### config.mk
export PLATFORM = sky130hd
export DESIGN_NAME = fwd_track_unit
export DESIGN_NICKNAME = d
export VERILOG_FILES = /design/src/rtl/fwd_track_unit.sv
export SDC_FILE = /design/constraint.sdc
export NUM_CORES = 1
export LEC_CHECK = 0
export ABC_AREA = 1
export CORE_MARGIN = 2
export CORE_UTILIZATION = 40
export CTS_BUF_LIST = sky130_fd_sc_hd__clkbuf_16
export CTS_CLUSTER_DIAMETER = 50
export DETAILED_ROUTE_END_ITERATION = 6
export PLACE_DENSITY = 0.95
export SLEW_MARGIN = 5
export SYNTH_ARGS = -nofsm -noshare
export SYNTH_HDL_FRONTEND = slang
export SYNTH_SLANG_ARGS = --single-unit
export TNS_END_PERCENT = 100
### constraint.sdc
create_clock -name clk -period 3 [get_ports clk]
set_clock_uncertainty 0.1 [all_clocks]
set_input_delay 0.3 -clock clk [delete_from_list [all_inputs] [get_ports clk]]
set_output_delay 0.3 -clock clk [all_outputs]
set_load 0.1 [all_outputs]
### src/rtl/fwd_track_unit.sv
// ---------------------------------------------------------------------------
// fwd_track_unit
//
// Purpose
//   Forwarding and load-use detection for the EX stage. The unit keeps its own
//   tag pipeline: one tag for the instruction in EX plus DEPTH tags for the
//   downstream stages (index 0 = MEM, 1 = WB, ...). Each tag records
//   {valid, rd, we, is_load}.
//
//   For every EX source operand, the youngest downstream producer of that
//   register is selected. If that producer's data is available, its data is
//   forwarded. If it is a load whose data is not available yet, the unit
//   raises stall. During a stall it holds the EX tag and inserts a bubble
//   into tag[0] itself.
//
// Optional feature
//   FWD_PERF_EN : adds perf_stall_cnt. This saturating counter counts the
//                 cycles in which stall is high and hold is low.
//
// Ports
//   clk, rst_n      clock (rising edge), asynchronous active-low reset
//   hold            external pipeline freeze, all tags keep their value
//   flush           kill the instruction entering EX this cycle
//   id_valid        ID stage holds a valid instruction
//   id_rd           ID destination register
//   id_we           ID instruction writes rd
//   id_is_load      ID instruction is a load
//   ex_rs           EX source indices, source k at [k*REGW +: REGW]
//   ex_rs_used      source k is actually read by the EX instruction
//   stage_data      write-back value of stage i at [i*XLEN +: XLEN]
//   fwd_hit         source k takes forwarded data
//   fwd_data        forwarded value per source, zero when there is no hit
//   stall           load-use stall: hold ID/EX, bubble into MEM
//   perf_stall_cnt  stall cycle counter (FWD_PERF_EN only)
// ---------------------------------------------------------------------------
module fwd_track_unit #(
   parameter int XLEN     = 32,
   parameter int REGW     = 5,
   parameter int DEPTH    = 2,
   parameter int NSRC     = 2,
   parameter int LOAD_LAT = 1
) (
   input  logic                   clk,
   input  logic                   rst_n,
   input  logic                   hold,
   input  logic                   flush,
   input  logic                   id_valid,
   input  logic [REGW-1:0]        id_rd,
   input  logic                   id_we,
   input  logic                   id_is_load,
   input  logic [NSRC*REGW-1:0]   ex_rs,
   input  logic [NSRC-1:0]        ex_rs_used,
   input  logic [DEPTH*XLEN-1:0]  stage_data,
   output logic [NSRC-1:0]        fwd_hit,
   output logic [NSRC*XLEN-1:0]   fwd_data,
   output logic                   stall
`ifdef FWD_PERF_EN
   ,
   output logic [31:0]            perf_stall_cnt
`endif
);

   typedef struct packed {
      logic            v;
      logic [REGW-1:0] rd;
      logic            we;
      logic            ld;
   } tag_t;

   localparam tag_t BUBBLE = '0;

   tag_t ex_tag;
   tag_t tag_q [DEPTH];

   // Producer selection per source operand. The stages are scanned from the
   // youngest (index 0) to the oldest, and only the first match counts. When
   // that youngest match is a load that has not reached LOAD_LAT yet, no
   // data is forwarded: an older match in a later stage holds a stale value,
   // so the unit stalls instead.
   always_comb begin : fwd_select
      logic found;
      fwd_hit  = '0;
      fwd_data = '0;
      stall    = 1'b0;
      found    = 1'b0;
      for (int k = 0; k < NSRC; k++) begin
         found = 1'b0;
         for (int i = 0; i < DEPTH; i++) begin
            if (!found && ex_tag.v && ex_rs_used[k] &&
                (ex_rs[k*REGW +: REGW] != '0) &&
                tag_q[i].v && tag_q[i].we &&
                (tag_q[i].rd == ex_rs[k*REGW +: REGW])) begin
               found = 1'b1;
               if (!tag_q[i].ld || (i >= LOAD_LAT)) begin
                  fwd_hit[k]                 = 1'b1;
                  fwd_data[k*XLEN +: XLEN]   = stage_data[i*XLEN +: XLEN];
               end else begin
                  stall = 1'b1;
               end
            end
         end
      end
   end

   // Tag pipeline. When the unit stalls, the EX tag stays in place and a
   // bubble moves into tag[0]. The load therefore keeps advancing, and the
   // stall ends by itself. A flush always clears EX, even during hold, and
   // it wins over the stall. Invalid ID slots are stored as full bubbles, so
   // no stale rd bits remain in the pipeline.
   always_ff @(posedge clk or negedge rst_n) begin
      if (!rst_n) begin
         ex_tag <= BUBBLE;
         for (int i = 0; i < DEPTH; i++) tag_q[i] <= BUBBLE;
      end else if (!hold) begin
         for (int i = 1; i < DEPTH; i++) tag_q[i] <= tag_q[i-1];
         tag_q[0] <= stall ? BUBBLE : ex_tag;
         if (flush)
            ex_tag <= BUBBLE;
         else if (!stall)
            ex_tag <= id_valid ? {id_valid, id_rd, id_we, id_is_load} : BUBBLE;
      end else if (flush) begin
         ex_tag <= BUBBLE;
      end
   end

`ifdef FWD_PERF_EN
   // Stall cycle counter. It counts only the cycles in which the stall
   // actually holds the pipeline. It saturates instead of wrapping.
   always_ff @(posedge clk or negedge rst_n) begin
      if (!rst_n)
         perf_stall_cnt <= '0;
      else if (stall && !hold && (perf_stall_cnt != 32'hFFFF_FFFF))
         perf_stall_cnt <= perf_stall_cnt + 32'd1;
   end
`endif

endmodule

# == Word-level counts from Yosys, hierarchy flattened ==
# Cells that the tools add are included.
# totals
reg_bits,23
input_bits,88
# op_classes
eq_ne,6
muxes,22
reduce_logical,27
# op_table
op,n
$mux W32,5
$mux W8,6
$logic_and A1 B1 Y1,22
$eq A5 B5 Y1,4
$mux W1,11
$reduce_bool A5 Y1,2
$logic_not A1 Y1,2
$ne A2 B1 Y1 const B,1
$ne A2 B2 Y1 const B,1
$reduce_and A2 Y1,1

# == Depth between registers and ports, before layout ==
# Gate-level depths: netlist (run 1).
# logic_depth
ltp_word,14
depth_mapped,11
mapped_depth_nobuf,11

# == Worst setup path after synthesis (run 1) ==
# OpenSTA, ideal clock, no wires.
# synth_timing
kind,register to output
startpoint,register tag_q[10] in the netlist's numbering
endpoint,output fwd_data[54]
arrival_ns,3.227
required_time_ns,2.600
setup_slack_ns,-0.627
path_stages_with_launch,8
path_buffers,1
cell_sequence,dfrtp_1 -> inv_1 -> nand2_1 -> and3_4 -> nand4_4 -> nand3_2 -> buf_4 -> o21ai_0
# synth_via
elab_chain_cells,11
# synth_lines
element,line_no,rtl
from (decl),73,tag_t tag_q [DEPTH];
$eq A5 B5 Y1 (*),92,(tag_q[i].rd == ex_rs[k*REGW +: REGW])) begin
$logic_and A1 B1 Y1 (*),91,tag_q[i].v && tag_q[i].we &&
$mux W1,89,if (!found && ex_tag.v && ex_rs_used[k] &&
$logic_not A1 Y1,89,
$logic_and A1 B1 Y1 (3 in series),89,
$logic_and A1 B1 Y1,90,(ex_rs[k*REGW +: REGW] != '0) &&
$logic_and A1 B1 Y1 (2 in series),91,
$mux W32 (*),89,
to (decl),55,"output logic [NSRC*XLEN-1:0] fwd_data,"
# Mark *: on every way between the ends. The rest lies on a longest branch, timed or not.

# == Worst setup path after layout (run 1) ==
# layout_timing
startpoint,input ex_rs[8]
endpoint,output fwd_data[37]
# layout_via
elab_chain_cells,14
# layout_lines
element,line_no,rtl
from (decl),51,"input logic [NSRC*REGW-1:0] ex_rs,"
$reduce_bool A5 Y1,90,
$logic_and A1 B1 Y1,89,
$logic_and A1 B1 Y1,90,
$logic_and A1 B1 Y1 (2 in series),91,
$mux W1,89,
$logic_not A1 Y1,89,
$logic_and A1 B1 Y1 (3 in series),89,
$logic_and A1 B1 Y1,90,
$logic_and A1 B1 Y1 (2 in series),91,
$mux W32 (*),89,
# Marked as above.

==> results of run 1 <==
through the flow:
step           hold slack (ns)  TNS, ns  cells
3_3_place_gp             0.366        0    597
4_1_cts                  0.390        0    601
6_report                 0.388        0    601
3_5_place_dp             0.376        0    597
5_1_grt                  0.411        0    601
2_1_floorplan          -0.0956    -6.98    380
layer usage:
| metal | vias to the layer above | global-route usage (%) | part of all wire [%] |
|---|---|---|---|
| met2 | 170 | 53.4 | 53 |
| li1 | 1510 | - | - |
| met3 | 37 | 7.80 | 9.7 |
| met1 | 1440 | 26.9 | 33 |
| met5 | - | 0 | 0 |
| met4 | 0 | 9.17 | 3.6 |
cell usage in the layout (no fill, tap or decap), drive strengths merged, types with 3 or more instances in the layout:
master         netlist  final
nand2              129    129
xnor2                4      4
clkbuf               4      3
buf                 13     72
nand3               29     29
dfrtp               23     23
clkdlybuf4s50        0     87
a21oi                7      7
o21ai               81     81
nand4                6      6
nor2                15     15
inv                 61     61
flip-flops by register name, indices dropped and copies added, names as in the netlist:
signal	cells
tag_q	15
ex_tag	8
kinds of logic after synthesis:
kind of cell	Yosys count	share of synthesized area, %
and+or+nand+nor	182	33.2
xor gates and xnor gates	4	1.44
buffers and inverters	79	16.1
AOI/OAI and AO/OA	92	25.6
DFF	23	23.7
final timing paths:
kind | startpoint | to | slack (ns)
max in group asynchronous | rst_n | tag_q[2] | 1.73
worst min-delay path | tag_q[1] | tag_q[1] | 0.39
worst max register to register | tag_q[14] | ex_tag[7] | 1.09
min in group asynchronous | rst_n | ex_tag[1] | 0.48
worst max-delay path | ex_rs[8] | fwd_data[37] | 0.26
worst min register to register | tag_q[1] | tag_q[1] | 0.39
final cells by class:
type / instances / share of cell area (%)
Timing Repair Buffer: 159 / 48.4
Tap cell: 75 / 1.98
Multi-Input combinational cell: 278 / 30.9
Clock buffer: 3 / 1.58
Inverter: 62 / 4.90
Sequential cell: 23 / 12.1
Clock inverter: 1 / 0.105
Yosys cell counts:
library cell	instances	share of area (%)
o21ai_0	32	6.6
nand2_1	126	19
buf_4	1	0.31
nand4_1	5	1.3
nor2_4	2	0.93
o21ai_2	39	14
inv_1	59	9.1
a21oi_2	1	0.36
nand3_1	26	5.4
dfrtp_1	23	24
nand3_2	3	1.2
or2_0	1	0.26
xnor2_1	4	1.4
o21ai_1	10	2.1
inv_2	2	0.31
nand2_2	3	0.77
o22ai_1	2	0.52
nand4_4	1	0.88
and3_4	1	0.46
a21oi_1	6	1.2
buf_6	12	5.6
nor2_1	12	1.9
clkinv_1	1	0.15
and2_4	1	0.36
o2111ai_1	2	0.72
nor2_2	1	0.26
clkbuf_1	4	0.62
worst max-delay path: stages:
cell and delay, ns:
clkdlybuf4s50_1 0.56, inv_1 0.10, nand2_1 0.10, o2111ai_1 0.13, nor2_1 0.19, nand3_4 0.25, buf_12 0.24, o21ai_1 0.24
buf_12 0.21
power by group through the flow:
stage / combinational (mW) / clock [mW] / sequential, mW
3_5_place_dp: 0.237 / 0 / 0.346
2_1_floorplan: 0.0850 / 0 / 0.342
4_1_cts: 0.239 / 0.287 / 0.341
6_report: 0.241 / 0.289 / 0.341
3_3_place_gp: 0.227 / 0 / 0.345
5_1_grt: 0.263 / 0.299 / 0.343
==> flow_metrics.py, run 1 <==
metrics = {
    "pwr": {
        "power_mw": 0.871,
        "switching_share_pct": 26.7,
        "p_sw_mw": 0.232,
        "internal_power_mw": 0.639,
        "p_clk_share_pct": 33.2,
        "power_leakage_nw": 2.11,
        "pwr-share-seq_pct": 39.2,
        "vdd_drop_max_uv": 358,
        "p_per_area_mw_per_mm2": 183,
        "pwr-share-comb_pct": 27.7,
    },
    "floorplan": {
        "fp.dieArea_mm2": 0.00670,
        "fp.dieH_um": 81.9,
        "floorplan.initialDensity_pct": 41.2,
        "core-area_mm2": 0.00589,
        "die_x_um": 81.9,
        "row_count": 28,
        "ios": 155,
    },
    "final_layout": {
        "syn_to_final_growth_pct": 95.8,
        "ff_latch_area_um2": 576,
        "num_antenna_cells": 0,
        "fin_util_pct": 80.7,
        "multi_input_area_mm2": 0.00147,
        "fillers": 355,
        "drive_above_1_share_pct": 24.7,
        "fin_nets": 615,
        "stdcell_area_mm2": 0.00475,
    },
    "placement": {
        "dpl_cell_area_mm2": 0.00466,
        "dp_hpwl_um": 7910,
        "routabilityCongestion": 0.947,
        "port_buffers": 154,
        "place_worst_setup_slack_ns": 0.195,
    },
    "cts": {
        "numCtsBuffers": 3,
        "cts-hold-fix-buffers": 0,
        "cts_setup_buffers": 0,
        "htreeDepth": 1,
        "cts.sinks": 23,
        "clkTransAtPathRegs_ns": 0.06,
        "post_cts_resized": 0,
        "clk_latency_ns": 0.26,
        "cts_tree": "built",
        "cts_max_path_buffers": 2,
        "cts_root_buffer": "clkbuf_16",
    },
    "run": {
        "drv_cap": 0,
    },
    "synth": {
        "ys_ff_latch": 23,
        "ys_seq_area_share_pct": 23.7,
        "synth_nets": 468,
        "synthCells": 380,
        "syn_area_per_cell_um2": 6.38,
        "yosys_warnings": 0,
        "syn_area_mm2": 0.00243,
        "synth_cell_type_count": 27,
    },
    "global_route": {
        "first_global_vias": 3005,
        "overflow": 0,
        "track_usage_pct": 27.2,
        "antenna_found_initial": 0,
        "grt_max_degree": 34,
        "grt_pass1_wl_um": 14200,
    },
    "sta": {
        "worst_slack_ns": 0.257,
        "report.final.slew_viol_count": 0,
        "hold_violations": 0,
        "max_slew_margin_pct": 35.1,
        "post-route-period-util_pct": 91.4,
        "grt_setup_unrepaired": "no",
        "period_minus_slack_ns": 2.74,
        "clock.fmax_mhz": 365,
        "tightest_slew_ns": 0.970,
        "setup_viol": 0,
    },
    "worst_hold_path": {
        "worstHoldPathCells": 2,
        "min_path_type": "flop to flop",
    },
    "routing": {
        "drc": 0,
        "drt_iter0_drc": 212,
        "viasPerCell": 5.25,
        "via_count": 3157,
        "first_pass_iters": 7,
        "drtAntennaViolNets": 0,
        "wire_per_inst_um": 15.9,
        "drt_wl_total_um": 9560,
    },
    "critical_path": {
        "end_kind": "output port",
        "cp_max_fo": 20,
        "criticalPathCategory": "input port to output port",
        "start_kind": "input port",
        "cp_data_arrival_time_ns": 2.34,
        "r2r_cells": 11,
        "required_ns": 2.60,
    },
    "outcome": {
        "status": "finished clean",
    },
}
(Power assumes the default switching activity.)
==> run 2, diff against run 1 <==
--- a/config.mk
+++ b/config.mk
@@ -5,11 +5,11 @@
 export SDC_FILE = /design/constraint.sdc
 export NUM_CORES = 1
 export LEC_CHECK = 0
-export ABC_AREA = 1
 export CORE_MARGIN = 2
-export CORE_UTILIZATION = 40
+export CORE_UTILIZATION = 43
 export CTS_BUF_LIST = sky130_fd_sc_hd__clkbuf_16
 export CTS_CLUSTER_DIAMETER = 50
+export CTS_CLUSTER_SIZE = 40
 export DETAILED_ROUTE_END_ITERATION = 6
 export PLACE_DENSITY = 0.95
 export SLEW_MARGIN = 5
==> flow_metrics.py, run 2 <==
metrics = {
    "sta": {
        "post-route-period-util_pct": 98.5,
        "max_slew_margin_pct": 33.7,
        "worst_slack_ns": 0.0465,
        "finalSetupTns_ns": 0,
        "hold_violations": 0,
        "tightest_slew_ns": 0.991,
        "setup_viol": 0,
        "report.final.slew_viol_count": 0,
        "clock.fmax_mhz": 339,
        "timing.hold.ws_ns": 0.490,
        "period_minus_slack_ns": 2.95,
    },
    "global_route": {
        "first_global_vias": 3602,
        "track_usage_pct": 32.1,
        "grt_max_degree": 39,
        "antenna_found_initial": 0,
        "grt_pass1_wl_um": 18900,
        "overflow": 0,
    },
    "routing": {
        "drtAntennaViolNets": 0,
        "viasPerCell": 6.52,
        "via_count": 3711,
        "first_pass_iters": 6,
        "drt_wl_total_um": 12300,
        "drt_iter0_drc": 315,
        "drc": 0,
        "wire_per_inst_um": 21.6,
    },
    "cts": {
        "clk_latency_ns": 0.26,
        "clkTransAtPathRegs_ns": 0.06,
        "cts.sinks": 23,
        "cts_max_path_buffers": 2,
        "htreeDepth": 1,
        "cts_tree": "built",
        "cts_setup_buffers": 0,
        "numCtsBuffers": 3,
        "cts-hold-fix-buffers": 0,
        "cts_root_buffer": "clkbuf_16",
    },
    "critical_path": {
        "worstPathCellList": "clkdlybuf4s50_1 -> or4_4 -> o211ai_4 -> or3_1 -> buf_4 -> a31o_1 -> buf_12",
        "criticalPathCategory": "input port to output port",
        "cp_data_arrival_time_ns": 2.55,
        "cp_slowest_cell": "or4_4",
        "r2r_cells": 5,
        "end_kind": "output port",
        "start_kind": "input port",
        "cp_top_family": "buffers and inverters",
        "critical_path_depth": 7,
        "critical_path.max_stage_delay_ns": 0.60,
        "required_ns": 2.60,
        "critPathBufInv": 3,
        "cp_max_fo": 11,
    },
    "synth": {
        "yosysTopAreaCellShare_pct": 20.4,
        "yosys_warnings": 0,
        "ys.flop_type": "dfrtp_1",
        "yosys.area.top_type": "dfrtp_1",
        "synth_nets": 442,
        "synth-edff-count": 0,
        "ys_top_cells_by_count": "mux2i_1 (50), nand2_1 (47), nand3_1 (35)",
        "ys_async_sr_fraction_pct": 100,
        "ys_ff_latch": 23,
        "synth.most_common_cell": "mux2i_1",
        "syn_area_mm2": 0.00282,
        "synthCells": 354,
        "ys_seq_area_share_pct": 20.4,
        "synth.top_cells.by_area": "dfrtp_1 (20%), mux2i_1 (18%), a31o_1 (9.9%)",
        "syn_area_per_cell_um2": 7.97,
        "synth_cell_type_count": 33,
    },
    "run": {
        "drv_cap": 0,
    },
    "placement": {
        "port_buffers": 154,
        "routabilityCongestion": 0.975,
        "dp_hpwl_um": 9230,
        "place_worst_setup_slack_ns": -0.0136,
    },
    "final_layout": {
        "num_antenna_cells": 0,
        "final_cell_mix": "clkdlybuf4s50_1 (87), buf_12 (69), nand2_1 (47)",
        "regMostFlops": "tag_q",
        "multi_input_area_mm2": 0.00211,
        "reg.largest.list": "tag_q x15, ex_tag x8",
        "fillers": 310,
        "final_common_cell": "clkdlybuf4s50_1",
        "largest_reg_flops": 15,
        "drive_above_1_share_pct": 23.4,
        "syn_to_final_growth_pct": 86.2,
        "fin_nets": 581,
        "ff_latch_area_um2": 576,
    },
    "floorplan": {
        "core-area_mm2": 0.00635,
        "row_count": 29,
        "fp.dieH_um": 85.0,
        "ios": 155,
        "floorplan.initialDensity_pct": 44.4,
        "fp.dieArea_mm2": 0.00722,
        "die_x_um": 85.0,
    },
    "pwr": {
        "power_leakage_nw": 2.18,
        "vdd_drop_max_uv": 287,
        "p_per_area_mw_per_mm2": 179,
        "power_mw": 0.941,
    },
    "worst_hold_path": {
        "min_path_type": "input port to asynchronous set/reset pin",
    },
    "outcome": {
        "status": "finished clean",
    },
}
## run 2: cell count changes in the layout (fill, tap and decap cells not counted), sizes merged, moves of 14 or more
cell,previous run,this run
a31o,0,32
buf,72,86
inv,61,1
mux2i,0,50
nand2,129,47
nand2b,0,14
nor4,0,33
o21ai,81,21
## run 2: final timing paths
check	startpoint	to	slack, ns
max	ex_rs[6]	fwd_data[53]	0.05
min	rst_n	ex_tag[0]	0.49
max reg2reg	tag_q[12]	ex_tag[7]	0.45
min reg2reg	tag_q[1]	tag_q[1]	0.49
max in group asynchronous	rst_n	tag_q[4]	1.71
min in group clk	tag_q[1]	tag_q[1]	0.49
## run 2: power by group
| group | internal, mW | switching [mW] | leakage, nW | total (mW) |
|---|---|---|---|---|
| Clock | 0.178 | 0.104 | 0.0423 | 0.282 |
| Combinational | 0.162 | 0.146 | 1.83 | 0.308 |
| Sequential | 0.327 | 0.0243 | 0.313 | 0.351 |
## run 2: cells by family after synthesis
family / Yosys count / synth area share [%]
and+or+nand+nor: 144 / 26.6
xor gates and xnor gates: 20 / 6.21
buffers and inverters: 40 / 7.81
muxes: 59 / 21.3
AOI/OAI and AO/OA: 68 / 17.6
DFF: 23 / 20.4
## run 2: final cells by class
type | instances | area share [%]
clock inverters | 1 | 0.0715
multi-input cells | 291 | 40.2
repair buffers | 173 | 45.5
clock buffers | 3 | 1.43
flip-flops and latches | 23 | 11.0
well taps | 77 | 1.84
inverters | 1 | 0.0715
## run 2: through the flow
| step | utilization, % | cell area, µm² | std cells |
|---|---|---|---|
| after global placement | 80.3 | 5100 | 565 |
| after global routing | 82.7 | 5250 | 569 |
| final | 82.7 | 5250 | 569 |
| after detailed placement | 80.3 | 5100 | 565 |
| after CTS | 81.7 | 5190 | 569 |
| after floorplan | - | 2820 | 354 |
## run 2: per-layer routing
layer | share of wire [%] | track usage (%)
met5 | 0 | 0
met4 | 5.4 | 14.0
met3 | 7.7 | 4.18
met2 | 52 | 59.9
met1 | 34 | 36.0
## run 2: worst register-to-register path: cells and delay by family (launching register included)
kind	cells	cell delay [ns]
buffers and inverters	1	0.32
XOR/XNOR	1	0.24
flip-flops	1	0.44
AO/OA/AOI/OAI	1	0.69
AND/OR/NAND/NOR	1	0.23
multiplexers	1	0.41
## run 2: repair_timing
item                       CTS  global route
gates resized for setup      2            14
gates cloned                 0             0
setup endpoints to repair    4            36
==> run 3, diff against run 2 <==
--- a/config.mk
+++ b/config.mk
@@ -11,7 +11,7 @@
 export CTS_CLUSTER_DIAMETER = 50
 export CTS_CLUSTER_SIZE = 40
 export DETAILED_ROUTE_END_ITERATION = 6
-export PLACE_DENSITY = 0.95
+export PLACE_DENSITY = 0.87
 export SLEW_MARGIN = 5
 export SYNTH_ARGS = -nofsm -noshare
 export SYNTH_HDL_FRONTEND = slang
==> flow_metrics.py, run 3 (synthesized netlist as in run 2, its figures left out) <==
metrics = {
    "cts": {
        "cts_tree": "built",
        "cts.sinks": 23,
        "cts_root_buffer": "clkbuf_16",
        "cts-hold-fix-buffers": 0,
        "htreeDepth": 1,
        "clk_latency_ns": 0.25,
        "numCtsBuffers": 3,
        "clkTransAtPathRegs_ns": 0.06,
        "cts_max_path_buffers": 2,
    },
    "final_layout": {
        "final_cell_mix": "clkdlybuf4s50_1 (87), buf_12 (71), mux2i_1 (49)",
        "regMostFlops": "tag_q",
        "fin_util_pct": 82.1,
        "syn_to_final_growth_pct": 85.0,
        "drive_above_1_share_pct": 21.5,
        "final_common_cell": "clkdlybuf4s50_1",
        "num_antenna_cells": 0,
        "fin_nets": 582,
        "largest_reg_flops": 15,
        "stdcell_area_mm2": 0.00522,
        "reg.largest.list": "tag_q x15, ex_tag x8",
    },
    "pwr": {
        "power_mw": 0.927,
        "power_leakage_nw": 2.23,
        "p_per_area_mw_per_mm2": 178,
        "vdd_drop_max_uv": 281,
    },
    "critical_path": {
        "cp_data_arrival_time_ns": 2.52,
        "criticalPathCategory": "input port to output port",
        "critPathBufInv": 3,
        "critical_path.max_stage_delay_ns": 0.59,
        "r2r_cells": 5,
        "worstPathCellList": "clkdlybuf4s50_1 -> or4_4 -> o211ai_4 -> or3_1 -> buf_4 -> a31o_1 -> buf_12",
        "critical_path_depth": 7,
        "cp_slowest_cell": "or4_4",
        "start_kind": "input port",
        "end_kind": "output port",
        "startpoint": "ex_rs[6]",
        "r2r_slack_ns": 0.55,
        "cp_top_family": "buffers and inverters",
        "cp_max_fo": 14,
        "cp-endpoint": "fwd_data[47]",
        "r2r_start": "tag_q[11]",
        "rr_endpoint": "ex_tag[7]",
        "required_ns": 2.60,
    },
    "sta": {
        "tightest_slew_ns": 1.02,
        "clock.fmax_mhz": 342,
        "setup_viol": 0,
        "grt_setup_unrepaired": "no",
        "period_minus_slack_ns": 2.92,
        "worst_slack_ns": 0.0770,
        "max_slew_margin_pct": 32.0,
        "hold_violations": 0,
        "post-route-period-util_pct": 97.4,
        "timing.hold.ws_ns": 0.445,
        "report.final.slew_viol_count": 0,
    },
    "floorplan": {
        "row_count": 29,
        "core-area_mm2": 0.00635,
        "fp.dieH_um": 85.0,
        "fp.dieArea_mm2": 0.00722,
        "ios": 155,
        "die_x_um": 85.0,
        "floorplan.initialDensity_pct": 44.4,
    },
    "placement": {
        "place_worst_setup_slack_ns": -0.0191,
        "routabilityCongestion": 1.01,
        "dp_hpwl_um": 9090,
        "port_buffers": 154,
        "dpl_cell_area_mm2": 0.00513,
    },
    "routing": {
        "drc": 0,
        "first_pass_iters": 5,
        "drt_wl_total_um": 11800,
        "drtAntennaViolNets": 0,
        "via_count": 3597,
        "drt_iter0_drc": 239,
        "wire_per_inst_um": 20.7,
        "viasPerCell": 6.31,
    },
    "global_route": {
        "overflow": 0,
        "grt_pass1_wl_um": 18900,
        "first_global_vias": 3580,
        "antenna_found_initial": 0,
        "grt_max_degree": 34,
        "track_usage_pct": 31.9,
    },
    "outcome": {
        "status": "finished clean",
    },
    "run": {
        "drv_cap": 0,
    },
    "worst_hold_path": {
        "min_path_type": "flop to flop",
    },
}
-- run 3: cell count changes in the layout (fill, tap and decap cells not counted), moves of 2 or more --
cell | before | now
buf_6 | 2 | 0
mux2i_1 | 40 | 49
buf_12 | 69 | 71
mux2i_2 | 8 | 1
mux2i_4 | 2 | 0
-- run 3: timing repair --
item                       4_1_cts  5_1_grt
buffers inserted                 0        0
resized for setup                1        0
setup endpoints to repair        8        0
-- run 3: layout make-up --
cell class                      instances  area [µm²]
Multi-Input combinational cell        291        2050
Sequential cell                        23         576
Clock buffer                            3        75.1
Inverter                                1        3.75
Timing Repair Buffer                  174        2410
Fill cell                             343        1130
Clock inverter                          1        3.75
Tap cell                               77        96.3
-- run 3: stage by stage --
step	TNS [ns]	instances
after floorplan	-14.33	354
after global placement	0	566
after detailed placement	-0.0897	566
after CTS	0	570
after global routing	0	570
final	0	570
-- run 3: where the power goes --
part	switching (mW)	internal [mW]	total, mW	leakage (nW)
clock network	0.0998	0.177	0.277	0.0423
logic	0.138	0.162	0.300	1.87
registers	0.0231	0.327	0.350	0.313
total	0.261	0.667	0.927	2.23
-- run 3: worst min path at each step --
stage	endpoint	cells past startpoint	from	slack [ns]
finish	tag_q[7]	1	tag_q[7]	0.44
global route	tag_q[7]	1	tag_q[7]	0.46
floorplan	ex_tag[0]	0	rst_n	-0.1
detailed placement	tag_q[1]	1	tag_q[1]	0.43
CTS	tag_q[7]	1	tag_q[7]	0.44
global placement	tag_q[7]	1	tag_q[7]	0.41
-- run 3: worst reg2reg max path, delay by kind of cell (launching register included) --
kind            cells  cell delay [ns]
compound gates      1             0.71
xor+xnor            1             0.17
buf+inv             1             0.30
flops               1             0.45
mux                 1             0.43
simple gates        1             0.17
-- run 3: metal layers --
layer | vias to the layer above | share of wire, % | wire length (µm) | track usage [%]
met4 | 0 | 5.1 | 598 | 14.1
met2 | 239 | 48 | 5690 | 54.6
met5 | - | 0 | 0 | 0
met3 | 49 | 8.6 | 1010 | 3.50
met1 | 1707 | 38 | 4500 | 40.3
li1 | 1602 | - | - | -
